**src/rtl/lsu_demux_pkg.sv**
```systemverilog
// LSU demux shared types: target id encoding and default slave address map.
// Target ids 0..7 name a slave; TGT_ERR names the internal error responder.
package lsu_demux_pkg;

    localparam int TGT_W = 4;

    typedef logic [TGT_W-1:0] tgt_t;

    localparam tgt_t TGT_ERR = tgt_t'(8);

    // Slave 0 sits at 0x1000_xxxx (64 KiB), slave 1 at 0x2000_0xxx (4 KiB).
    localparam logic [63:0] DEF_SLAVE_BASE = {32'h2000_0000, 32'h1000_0000};
    localparam logic [63:0] DEF_SLAVE_MASK = {32'hFFFF_F000, 32'hFFFF_0000};

endpackage

```
**src/rtl/lsu_demux_tag_fifo.sv**
```systemverilog
// In-order tag FIFO holding the target id of every granted request.
// Ports: clk, rst_n, i_push/i_data, i_pop, o_data (head), o_full, o_empty, o_count.
module lsu_demux_tag_fifo #(
    parameter int DEPTH = 2,
    parameter int WIDTH = 4
) (
    input  logic                       clk,
    input  logic                       rst_n,
    input  logic                       i_push,
    input  logic [WIDTH-1:0]           i_data,
    input  logic                       i_pop,
    output logic [WIDTH-1:0]           o_data,
    output logic                       o_full,
    output logic                       o_empty,
    output logic [$clog2(DEPTH+1)-1:0] o_count
);

    localparam int CW = $clog2(DEPTH + 1);
    localparam int PW = (DEPTH > 1) ? $clog2(DEPTH) : 1;

    logic [WIDTH-1:0] r_mem [DEPTH];
    logic [PW-1:0]    r_wr;
    logic [PW-1:0]    r_rd;
    logic [CW-1:0]    r_cnt;
    logic             w_push;
    logic             w_pop;

    function automatic logic [PW-1:0] f_inc(input logic [PW-1:0] p);
        // Explicit wrap so non-power-of-two depths work.
        if (p == PW'(DEPTH - 1)) begin
            return '0;
        end
        return p + 1'b1;
    endfunction

    assign o_full  = (r_cnt == CW'(DEPTH));
    assign o_empty = (r_cnt == '0);
    assign o_count = r_cnt;
    assign o_data  = r_mem[r_rd];
    assign w_push  = i_push & ~o_full;
    assign w_pop   = i_pop & ~o_empty;

    always_ff @(posedge clk or negedge rst_n) begin
        if (!rst_n) begin
            r_wr  <= '0;
            r_rd  <= '0;
            r_cnt <= '0;
        end else begin
            if (w_push) begin
                r_wr <= f_inc(r_wr);
            end
            if (w_pop) begin
                r_rd <= f_inc(r_rd);
            end
            if (w_push && !w_pop) begin
                r_cnt <= r_cnt + 1'b1;
            end else if (w_pop && !w_push) begin
                r_cnt <= r_cnt - 1'b1;
            end
        end
    end

    always_ff @(posedge clk) begin
        if (w_push) begin
            r_mem[r_wr] <= i_data;
        end
    end

endmodule

```
**src/rtl/lsu_demux.sv**
```systemverilog
// LSU request demultiplexer: address-decodes core requests onto N slaves,
// keeps responses in order with a tag FIFO, and stalls on target switches.
// Ports: m_* master request/response, s_* slave channels (addr/we/be/wdata
// broadcast). Define LSU_DEMUX_ERR_EN to answer unmapped addresses with an
// error response; otherwise unmapped addresses go to slave 0.
module lsu_demux
    import lsu_demux_pkg::*;
#(
    parameter int                             N_SLAVES        = 2,
    parameter int                             ADDR_WIDTH      = 32,
    parameter int                             DATA_WIDTH      = 32,
    parameter int                             MAX_OUTSTANDING = 2,
    parameter logic [N_SLAVES*ADDR_WIDTH-1:0] SLAVE_BASE      = DEF_SLAVE_BASE,
    parameter logic [N_SLAVES*ADDR_WIDTH-1:0] SLAVE_MASK      = DEF_SLAVE_MASK
) (
    input  logic                           clk,
    input  logic                           rst_n,
    input  logic                           m_req_i,
    input  logic                           m_we_i,
    input  logic [DATA_WIDTH/8-1:0]        m_be_i,
    input  logic [ADDR_WIDTH-1:0]          m_addr_i,
    input  logic [DATA_WIDTH-1:0]          m_wdata_i,
    output logic                           m_gnt_o,
    output logic                           m_rvalid_o,
    output logic                           m_err_o,
    output logic [DATA_WIDTH-1:0]          m_rdata_o,
    output logic [N_SLAVES-1:0]            s_req_o,
    input  logic [N_SLAVES-1:0]            s_gnt_i,
    input  logic [N_SLAVES-1:0]            s_rvalid_i,
    input  logic [N_SLAVES-1:0]            s_err_i,
    input  logic [N_SLAVES*DATA_WIDTH-1:0] s_rdata_i,
    output logic [ADDR_WIDTH-1:0]          s_addr_o,
    output logic                           s_we_o,
    output logic [DATA_WIDTH/8-1:0]        s_be_o,
    output logic [DATA_WIDTH-1:0]          s_wdata_o
);

    localparam int CW = $clog2(MAX_OUTSTANDING + 1);

    tgt_t          w_tgt;
    tgt_t          w_head;
    tgt_t          r_last_tgt;
    logic [CW-1:0] w_count;
    logic          w_full;
    logic          w_empty;
    logic          w_stall;
    logic          w_fire;
    logic          w_push;

    assign s_addr_o  = m_addr_i;
    assign s_we_o    = m_we_i;
    assign s_be_o    = m_be_i;
    assign s_wdata_o = m_wdata_i;

    // Descending scan so the lowest matching slave index wins.
    always_comb begin
`ifdef LSU_DEMUX_ERR_EN
        w_tgt = TGT_ERR;
`else
        w_tgt = '0;
`endif
        for (int i = N_SLAVES - 1; i >= 0; i--) begin
            if ((m_addr_i & SLAVE_MASK[i*ADDR_WIDTH +: ADDR_WIDTH]) ==
                SLAVE_BASE[i*ADDR_WIDTH +: ADDR_WIDTH]) begin
                w_tgt = tgt_t'(i);
            end
        end
    end

    // Switching targets waits for the FIFO to drain so responses
    // from different slaves can never overtake each other.
    assign w_stall = w_full |
                     ((w_count != '0) & (w_tgt != r_last_tgt));
    assign w_fire  = rst_n & m_req_i & ~w_stall;

    always_comb begin
        s_req_o = '0;
        for (int i = 0; i < N_SLAVES; i++) begin
            s_req_o[i] = w_fire & (w_tgt == tgt_t'(i));
        end
    end

    always_comb begin
        m_gnt_o = |(s_gnt_i & s_req_o);
`ifdef LSU_DEMUX_ERR_EN
        if (w_tgt == TGT_ERR) begin
            m_gnt_o = w_fire;
        end
`endif
    end

    assign w_push = m_req_i & m_gnt_o;

    always_ff @(posedge clk or negedge rst_n) begin
        if (!rst_n) begin
            r_last_tgt <= '0;
        end else if (w_push) begin
            r_last_tgt <= w_tgt;
        end
    end

    always_comb begin
        m_rvalid_o = 1'b0;
        m_err_o    = 1'b0;
        m_rdata_o  = '0;
        if (!w_empty) begin
`ifdef LSU_DEMUX_ERR_EN
            // An error tag at the head answers on the cycle it is visible,
            // i.e. the cycle after it was granted.
            if (w_head == TGT_ERR) begin
                m_rvalid_o = 1'b1;
                m_err_o    = 1'b1;
            end
`endif
            for (int i = 0; i < N_SLAVES; i++) begin
                if ((w_head == tgt_t'(i)) && s_rvalid_i[i]) begin
                    m_rvalid_o = 1'b1;
                    m_err_o    = s_err_i[i];
                    m_rdata_o  = s_rdata_i[i*DATA_WIDTH +: DATA_WIDTH];
                end
            end
        end
    end

    lsu_demux_tag_fifo #(
        .DEPTH (MAX_OUTSTANDING),
        .WIDTH (TGT_W)
    ) u_tag_fifo (
        .clk     (clk),
        .rst_n   (rst_n),
        .i_push  (w_push),
        .i_data  (w_tgt),
        .i_pop   (m_rvalid_o),
        .o_data  (w_head),
        .o_full  (w_full),
        .o_empty (w_empty),
        .o_count (w_count)
    );

endmodule
```
**config.mk**
```make
export PLATFORM = sky130hd
export DESIGN_NAME = lsu_demux
export DESIGN_NICKNAME = d
export VERILOG_FILES = /design/src/rtl/lsu_demux_pkg.sv /design/src/rtl/lsu_demux_tag_fifo.sv /design/src/rtl/lsu_demux.sv
export SDC_FILE = /design/constraint.sdc
export NUM_CORES = 1
export LEC_CHECK = 0
export ABC_CLOCK_PERIOD_IN_PS = 2250
export BUFFER_PORTS_ARGS = -buffer_cell sky130_fd_sc_hd__clkbuf_2
export CORE_AREA = 2 2 98 100
export DETAILED_ROUTE_END_ITERATION = 12
export DIE_AREA = 0 0 100 102
export GPL_TIMING_DRIVEN = 0
export REMOVE_ABC_BUFFERS = 1
export SYNTH_ARGS = -nofsm -noshare
export SYNTH_HDL_FRONTEND = slang
export SYNTH_SLANG_ARGS = --single-unit
export TNS_END_PERCENT = 20
```
**constraint.sdc**
```tcl
create_clock -name clk -period 2.25 [get_ports clk]
set_input_delay 0.3375 -clock clk [delete_from_list [all_inputs] [get_ports clk]]
set_output_delay 0.3375 -clock clk [all_outputs]
set_load 0.05 [all_outputs]
```
* Word level (Yosys, flattened, before mapping)
Memory sizes are Yosys's and may differ from the RTL's.
Cells that the tools add are included.
** Cells by class
- Mux-type cells :: 23
- $add $sub $neg :: 4
- Reduce and logical (&&, ||, !) cells :: 12
- Equality and inequality tests :: 6
- Bitwise logic cells :: 13
** Operators by type and width (number)
- 32-bit 2-to-1 mux :: 3
- 20-bit by 18-bit == test with 1-bit output (second input constant) :: 1
- 1-bit 2-to-1 mux :: 18
- 16-bit by 13-bit == test with 1-bit output (second input constant) :: 1
- 1-bit AND :: 8
- 4-bit zero test :: 2
- 4-bit by 1-bit == test with 1-bit output (second input constant) :: 1
- 1-bit logical AND :: 4
- 2-bit 2-to-1 mux :: 2
- 1-bit by 4-bit inequality test with 1-bit output :: 1
- 2-bit nonzero test :: 2
- 1-bit NOT :: 3
- 1-bit adder (second input constant) :: 2
- 2-bit by 1-bit adder with 2-bit output (second input constant) :: 1
- 2-bit AND :: 1
- 2-bit == test (second input constant) :: 1
- 1-bit zero test :: 2
- 2-bit zero test :: 1
- 2-bit OR reduction :: 1
- 2-bit by 1-bit subtractor with 2-bit output (second input constant) :: 1
- 1-bit == test (second input constant) :: 1
- 1-bit bitwise OR :: 1
** Word-level totals
- Memory bits (writable) :: 2
- Word-level logic and storage cells :: 63
- Memories :: 1
- Bits of input ports :: 142
- Register bits after elaboration :: 8
- Output and inout bits :: 106
** Memory list
- u_tag_fifo.r_mem :: words 2, width 1, rd ports 1, clocked after Yosys merged registers in 0, wr ports 1, line lsu_demux_tag_fifo.sv:21 : logic [WIDTH-1:0] r_mem [DEPTH];

* Depth between registers and ports, before layout
Gate-level depths: netlist of the first run.
- Depth after elaboration :: 17
- Mapped depth :: 9
- Gate-level depth less buffers :: 9

* Modules after synthesis
A second synthesis of the first run with hierarchy kept.
** Second synthesis, totals
- Cell total of the unflattened synthesis :: 240
- Area total of the unflattened synthesis :: 1732.9 um^2
** Modules (own cells, without submodules)
- lsu_demux :: area an instance 1251.2 um^2, seq. area each 25.0 um^2, times used 1, cells each 209
- lsu_demux_tag_fifo :: area an instance 481.7 um^2, seq. area each 340.3 um^2, times used 1, cells each 31

* Worst setup path before layout of the first run
OpenSTA, ideal clock, no wires.
- Kind :: input to output
- Start point :: input m_addr_i[20]
- End point :: output s_req_o[1]
- Cell stages on the path :: 3
- Path buffers :: 0
- Setup slack :: -0.442 ns
- Data arrival time :: 2.355 ns
- Required time :: 1.913 ns
- Cells stage by stage :: nor4_1 > nand2_1 > nor4_1
** On the way
- Longest elaborated chain between the ends :: 9
- Elaborated cells on any way between the ends :: 11
- Classes of those cells :: eq/ne: 4; mux: 2; bitwise: 5
** Ends and longest elaborated chain
- start, declared :: line lsu_demux.sv:21 : input logic [ADDR_WIDTH-1:0] m_addr_i,
- 20-bit by 18-bit == test with 1-bit output :: line lsu_demux.sv:63 : if ((m_addr_i & SLAVE_MASK[i*ADDR_WIDTH +: ADDR_WIDTH]) ==
- 1-bit 2-to-1 mux :: line lsu_demux.sv:63
- 1-bit 2-to-1 mux (*) :: line lsu_demux.sv:63
- 1-bit by 4-bit inequality test with 1-bit output :: line lsu_demux.sv:73 : ((w_count != '0) & (w_tgt != r_last_tgt));
- 1-bit AND :: line lsu_demux.sv:73
- 1-bit bitwise OR :: line lsu_demux.sv:72 : assign w_stall = w_full |
- 1-bit NOT :: line lsu_demux.sv:74 : assign w_fire = rst_n & m_req_i & ~w_stall;
- 1-bit AND :: line lsu_demux.sv:74
- 1-bit AND (*) :: line lsu_demux.sv:79 : s_req_o[i] = w_fire & (w_tgt == tgt_t'(i));
- end, declared :: line lsu_demux.sv:27 : output logic [N_SLAVES-1:0] s_req_o,
Mark *: on every way between the ends. The rest lies on a longest branch, timed or not.

* Worst setup path after layout of the first run
- Start point :: register u_tag_fifo.r_rd
- End point :: output m_rdata_o[23]
** On the way
- Longest elaborated chain between the ends :: 6
- Elaborated cells on any way between the ends :: 8
- Classes of those cells :: eq/ne: 1; mux: 3; reduce/logical: 3; memory: 1
** Ends and longest elaborated chain
- start, declared :: line lsu_demux_tag_fifo.sv:23 : logic [PW-1:0] r_rd;
- start signal, assigned :: line lsu_demux_tag_fifo.sv:53 : r_rd <= f_inc(r_rd);
- memory 2 x 1 bit (*)
- 4-bit zero test :: line lsu_demux.sv:116 : if ((w_head == tgt_t'(i)) && s_rvalid_i[i]) begin
- 1-bit logical AND :: line lsu_demux.sv:116
- 32-bit 2-to-1 mux :: line lsu_demux.sv:116
- 32-bit 2-to-1 mux (*) :: line lsu_demux.sv:116
- 32-bit 2-to-1 mux (*) :: line lsu_demux.sv:106 : if (!w_empty) begin
- end, declared :: line lsu_demux.sv:26 : output logic [DATA_WIDTH-1:0] m_rdata_o,
Marked as above.

==> impl_metrics.toml, run 1 <==
[timing]
timing.hold.ws_ps = 390
slew_headroom_pct = 72.0
fin_crit_ps = 2170
finalClockSkew_ps = 0.521
hold_violations = 0
max_slew.worst_pin.slew_ps = 420
max_freq_ghz = 0.461
tns_ps = 0
slew_viol_final = 0
setup-violations-final = 0
fin_crit_sh_pct = 96.4

[global_route]
grt.met3_usage_pct = 12.9
gr-total-overflow = 0
grt-busiest-layer = "met2"
grt_pass1_wl_um = 9350
use_met1_pct = 13.1
grt_max_degree = 28
track_usage_pct = 13.1
grt_use_met2_pct = 19.1
antenna_found_initial = 0
grt_pass1_vias = 1493

[worst_setup_path]
path_class = "flop to output pin"
arrival_ps = 1830
path_cells = "mux2i_4 > buf_12 > nor2b_4 > buf_8 > a22oi_1 > nor2_1 > clkbuf_2"
max_stage_delay_ps = 410
required_ps = 1910
path_max_fanout = 27
cp-start-kind = "flop"
end_kind = "output pin"
worst_path_max_delay_cell = "dfrtp_1"

[finish]
final_util_pct = 21.9
drive_gt1_share_pct = 61.9
area_growth_pct = 32.3
finalNetCount = 425
nFillCells = 1029
stdcell_count = 392
insertedDiodeCount = 0

[synthesis]
synth_cell_type_count = 30
syn_area_per_cell_sq_um = 7.49
async_flop_share_pct = 71.4
syn_inst = 201
synth-edff-count = 2
synth-xor-area-share_pct = 2.91
synth-compound-area-share_pct = 21.8
synthAdderAreaFrac_pct = 0.831
synthFlopType = "dfrtp_1"
synthMuxAreaShare_pct = 0.665
yosys.area_share.simple_pct = 21.5
yosys_register_bits = 7
yosysSeqAreaShare_pct = 12.3
synth_top_family_by_area = "buffers and inverters"
synth-warning-count = 0
syn-cell-area_sq_um = 1510

[route]
drt_wl_total_um = 7640
ant_nets = 0
wl_per_cell_um = 19.5
routed_via_density = 4.49
drtPass1Iterations = 4
drcViolationCount = 0
drt_iter0_drc = 40
vias = 1761

[floorplan]
initial_core_util_pct = 16.5
coreArea_sq_um = 9110
die_x_um = 100
rows = 35
ios = 248
die_h_um = 102
die-area_sq_um = 10200

[clocking]
numCtsBuffers = 3
clkTransAtPathRegs_ps = 40
clkLatencyLatePin_ps = 220
clock_sinks = 7
htreeDepth = 1
clock_path_buffers = 2
root_buffer = "clkbuf_8"
cts_tree = "built"

[power]
swShare_pct = 62.5
power_uw = 2070
powerDensity_nw_per_um2 = 1040
pwr-share-seq_pct = 12.0
pwr-share-comb_pct = 79.6
internal_power_uw = 776
ir_worst_vdd_mv = 0.393
power.switching_uw = 1290
p_leak_uw = 0.00108
power_frac_clock_pct = 8.4

[placed_design]
dp_cells = 382
port-buffer-count = 149
place_congestion = 0.754
hpwl_um = 5660

[worst_hold_path]
holdCritPathClass = "input pin to flop"

[run]
cap_violations = 0

[run_status]
outcome = "complete, no violations"
==> layout by cell type, fill, tap and decap left out, drive strengths merged, types with 3 or more instances in the layout <==
| master | n |
|---|---|
| clkbuf | 150 |
| nor2 | 38 |
| a22oi | 33 |
| and2 | 7 |
| buf | 7 |
| inv | 6 |
| dfrtp | 5 |
| nor4 | 5 |
| xnor2 | 4 |
| nand2 | 3 |
| o211ai | 3 |
==> power groups by stage <==
stage                     clock (uW)  combinational (uW)  sequential, uW
after CTS                        181                1610             249
after global placement             0                1470             231
after global routing             194                1750             255
after detailed placement           0                1560             238
final                            174                1650             249
after floorplan                    0                1040             221
==> state kept, by name, indices dropped and copies added, names as in the netlist <==
signal,cells
u_tag_fifo.r_wr,1
r_last_tgt,1
u_tag_fifo.r_rd,1
u_tag_fifo.o_count,2
u_tag_fifo.r_mem,2
==> critical path: cells and delay by family (launching register included) <==
family | cells | cell delay, ps
compound gates | 1 | 110
buf+inv | 3 | 620
flops | 1 | 410
mux | 1 | 210
simple gates | 2 | 230
==> area by class of cell <==
type | instances | area (sq um) | share of cell area [%]
clock buffers | 4 | 45.0 | 2.26
inverters | 6 | 22.5 | 1.13
multi-input cells | 110 | 773 | 38.8
flip-flops and latches | 7 | 185 | 9.30
well taps | 111 | 139 | 6.98
repair buffers | 154 | 826 | 41.5
==> per-stage QoR <==
stage	instance area, sq um	setup slack, ps
4_1_cts	1950	10.1
3_5_place_dp	1860	-591
3_3_place_gp	1810	-1210
5_1_grt	1990	-2.99
2_1_floorplan	926	-638
6_report	1990	80.4
==> final timing paths <==
| kind | slack [ps] | endpoint | startpoint | cells after the start |
|---|---|---|---|---|
| setup reg to reg | 320 | u_tag_fifo.o_count[1] | u_tag_fifo.r_rd | 8 |
| hold / removal | 390 | r_last_tgt[0] | s_gnt_i[1] | 3 |
| min in group asynchronous | 560 | u_tag_fifo.r_wr | rst_n | 2 |
| hold reg to reg | 500 | u_tag_fifo.r_wr | u_tag_fifo.r_wr | 1 |
| setup / recovery | 80 | m_rdata_o[23] | u_tag_fifo.r_rd | 7 |
| max in group asynchronous | 1480 | u_tag_fifo.o_count[1] | rst_n | 2 |
==> Yosys cell counts, drive strengths merged, types with 3 or more instances <==
| cell | instances | area [sq um] |
|---|---|---|
| a22oi | 33 | 248 |
| and2 | 4 | 25.0 |
| buf | 77 | 564 |
| clkbuf | 4 | 15.0 |
| dfrtp | 5 | 125 |
| inv | 6 | 22.5 |
| nand2 | 3 | 11.3 |
| nor2 | 38 | 143 |
| nor4 | 5 | 61.3 |
| o211ai | 3 | 37.5 |
| xnor2 | 4 | 35.0 |
==> layer usage <==
metal	up-vias	routed length [um]
li1	783	-
met1	758	2710
met2	210	3140
met3	8	1690
met4	2	49
met5	-	46
==> kinds of logic (layout without fill, tap and decap cells) <==
kind of cell	Yosys count	after routing
AO/OA/AOI/OAI	41	41
XOR/XNOR	5	5
adder cells (fa/ha/maj)	1	1
buffers and inverters	87	164
AND/OR/NAND/NOR	59	62
multiplexers	1	1
flip-flops	7	7
==> timing repair <==
item                                    4_1_cts  5_1_grt
buffers inserted                              1        1
gates resized for setup                       7        4
hold endpoints to repair                      5        0
hold buffers                                  1        0
gates cloned                                  1        2
endpoints found under the setup margin       37       33
pin swaps                                     1        2
Power figures use the tool's default switching activity.
==> run 2: changes to the inputs <==
- ABC_AREA: not set -> 1
- CORE_AREA: 2 2 98 100 -> 2 2 96 98
- DIE_AREA: 0 0 100 102 -> 0 0 98 100
==> run 2 against run 1 <==
Against the previous run:
- via count rose by 8.3%
- clock skew grew 1.6 ps
- die area fell by 3.9%
- register-to-register slack got worse by 70 ps
- setup slack better by 55 ps
- fmax is 2.6% higher
- worst hold slack gained 79 ps
- utilization increased by 0.48 points
- clock-buffer cell count did not move
==> impl_metrics.toml, run 2 <==
[run_status]
outcome = "complete, no violations"

[timing]
max_slew.worst_pin.slew_ps = 447
tns_ps = 0
finalClockSkew_ps = 2.12
rsz0062_at_grt = "no"
hold_violations = 0
fin_crit_ps = 2110
slew_headroom_pct = 70.2
max_freq_ghz = 0.473
fin_crit_sh_pct = 94.0
setup-violations-final = 0
slew_viol_final = 0

[synthesis]
yosys_register_bits = 7
synth_top_area_share_pct = 33.8
yosysMostFrequentCell = "nand2_1"
synthTopCellsByCount = "nand2_1 (81), buf_4 (69), a21oi_1 (35)"
syn-cell-area_sq_um = 1530
syn_area_per_cell_sq_um = 6.04
synth_cell_type_count = 24
ys_top_cells_by_area = "buf_4 (34%), nand2_1 (20%), a21oi_1 (11%)"
async_flop_share_pct = 71.4
yosysSeqAreaShare_pct = 12.1
syn_inst = 254
yosys.area.top_type = "buf_4"
synth-edff-count = 2
synth-warning-count = 0
synthFlopType = "dfrtp_1"

[power]
powerDensity_nw_per_um2 = 1110
p_leak_uw = 0.00111
ir_worst_vdd_mv = 0.279

[floorplan]
die_h_um = 100
rows = 35
die-area_sq_um = 9800
initial_core_util_pct = 17.3
coreArea_sq_um = 8890
ios = 248
die_x_um = 98

[finish]
final_common_cell = "clkbuf_2"
final_cell_mix = "clkbuf_2 (144), nand2_1 (80), a21oi_1 (35), inv_1 (16), nor2_1 (9)"
insertedDiodeCount = 0
nFillCells = 1044
drive_gt1_share_pct = 51.8
final_util_pct = 22.3
finalNetCount = 480
area_growth_pct = 29.4

[placed_design]
place_congestion = 0.724
port-buffer-count = 149
hpwl_um = 6110

[worst_setup_path]
end_kind = "output pin"
crit_start = "u_tag_fifo.r_rd"
path_max_fanout = 7
path_class = "flop to output pin"
r2r_start = "u_tag_fifo.r_rd"
reg2reg_slack_ps = 250
required_ps = 1910
cp-start-kind = "flop"
arrival_ps = 1780

[worst_hold_path]
holdCritPathClass = "input pin to flop"
hold_path_startpoint = "s_gnt_i[1]"

[run]
cap_violations = 0

[global_route]
grt_max_degree = 34
grt_pass1_wl_um = 10400
grt_pass1_vias = 1736
antenna_found_initial = 0
gr-total-overflow = 0
track_usage_pct = 14.2

[clocking]
clock_sinks = 7
htreeDepth = 1
clkTransAtPathRegs_ps = 40
cts_tree = "built"
numCtsBuffers = 3
clkLatencyLatePin_ps = 230
root_buffer = "clkbuf_8"
clock_path_buffers = 2

[route]
drtPass1Iterations = 4
drt_iter0_drc = 47
ant_nets = 0
wl_per_cell_um = 17.1
vias = 1907
routed_via_density = 4.27
drcViolationCount = 0
drt_wl_total_um = 7660
## run 2: cell type report
type | count | area [sq um] | share of cell area (%)
clock buffer | 4 | 45.0 | 2.27
inverter | 19 | 80.1 | 4.03
multi-input combinational | 150 | 723 | 36.4
sequential | 7 | 185 | 9.33
tap | 111 | 139 | 6.99
timing repair buffer | 154 | 798 | 40.2
timing repair inverter | 2 | 15.0 | 0.756
## run 2: power breakdown
group	internal, uW	leakage [uW]	switching (uW)
combinational	427	0.00101	1370
clock	122	0.0000228	53.9
sequential	176	0.0000793	45.7
total	725	0.00111	1470
## run 2: path summary, 6_finish.rpt
| check | endpoint | cells past startpoint |
|---|---|---|
| max | m_rdata_o[27] | 9 |
| min | r_last_tgt[0] | 3 |
| max reg2reg | u_tag_fifo.o_count[1] | 10 |
| min reg2reg | u_tag_fifo.r_rd | 1 |
| max in group asynchronous | u_tag_fifo.r_rd | 2 |
| min in group asynchronous | r_last_tgt[0] | 2 |
## run 2: logic make-up (layout without fill, tap and decap cells)
| kind of cell | Yosys count | in the layout | synth area share [%] |
|---|---|---|---|
| DFF | 7 | 7 | 12.1 |
| buffers and inverters | 97 | 179 | 41.1 |
| AOI/OAI and AO/OA | 42 | 42 | 16.1 |
| and+or+nand+nor | 104 | 104 | 28.2 |
| xor gates and xnor gates | 3 | 3 | 1.71 |
| adders and majority gates | 1 | 1 | 0.816 |
## run 2: metal layers
metal / wire length, um / GRT usage (%) / up-vias
met1: 2810 / 15.4 / 810
met3: 1660 / 13.0 / 7
met4: 42 / 2.46 / 2
met5: 45 / 5.13 / -
li1: - / - / 895
met2: 3100 / 20.5 / 193
## run 2: repair_timing
action / in CTS / in global routing
hold buffers: 1 / 0
endpoints found under the hold margin: 5 / 0
resized for setup: 3 / 11
setup buffers: 3 / 0
endpoints found under the setup margin: 33 / 29
gates cloned: 1 / 1
## run 2: stage by stage
step                total power, uW  std cells  setup WS (ps)  area [sq um]  hold WS, ps
finish                         2200        447            135          1990          469
global route                   2340        447           9.16          1990          504
CTS                            2200        446           10.9          1970          472
detailed placement             1970        437           -116          1880          173
global placement               1920        436          -1070          1860          175
floorplan                      1420        176           -706           975         41.9
## run 2: worst max-delay path: stages (launching register included)
cell and delay [ps]:
dfrtp_1 390, inv_1 60, nand2_1 60, nand2_1 70, nand2_2 130, clkinvlp_4 150, buf_4 160, nand2_1 60
a21oi_1 150, clkbuf_2 300
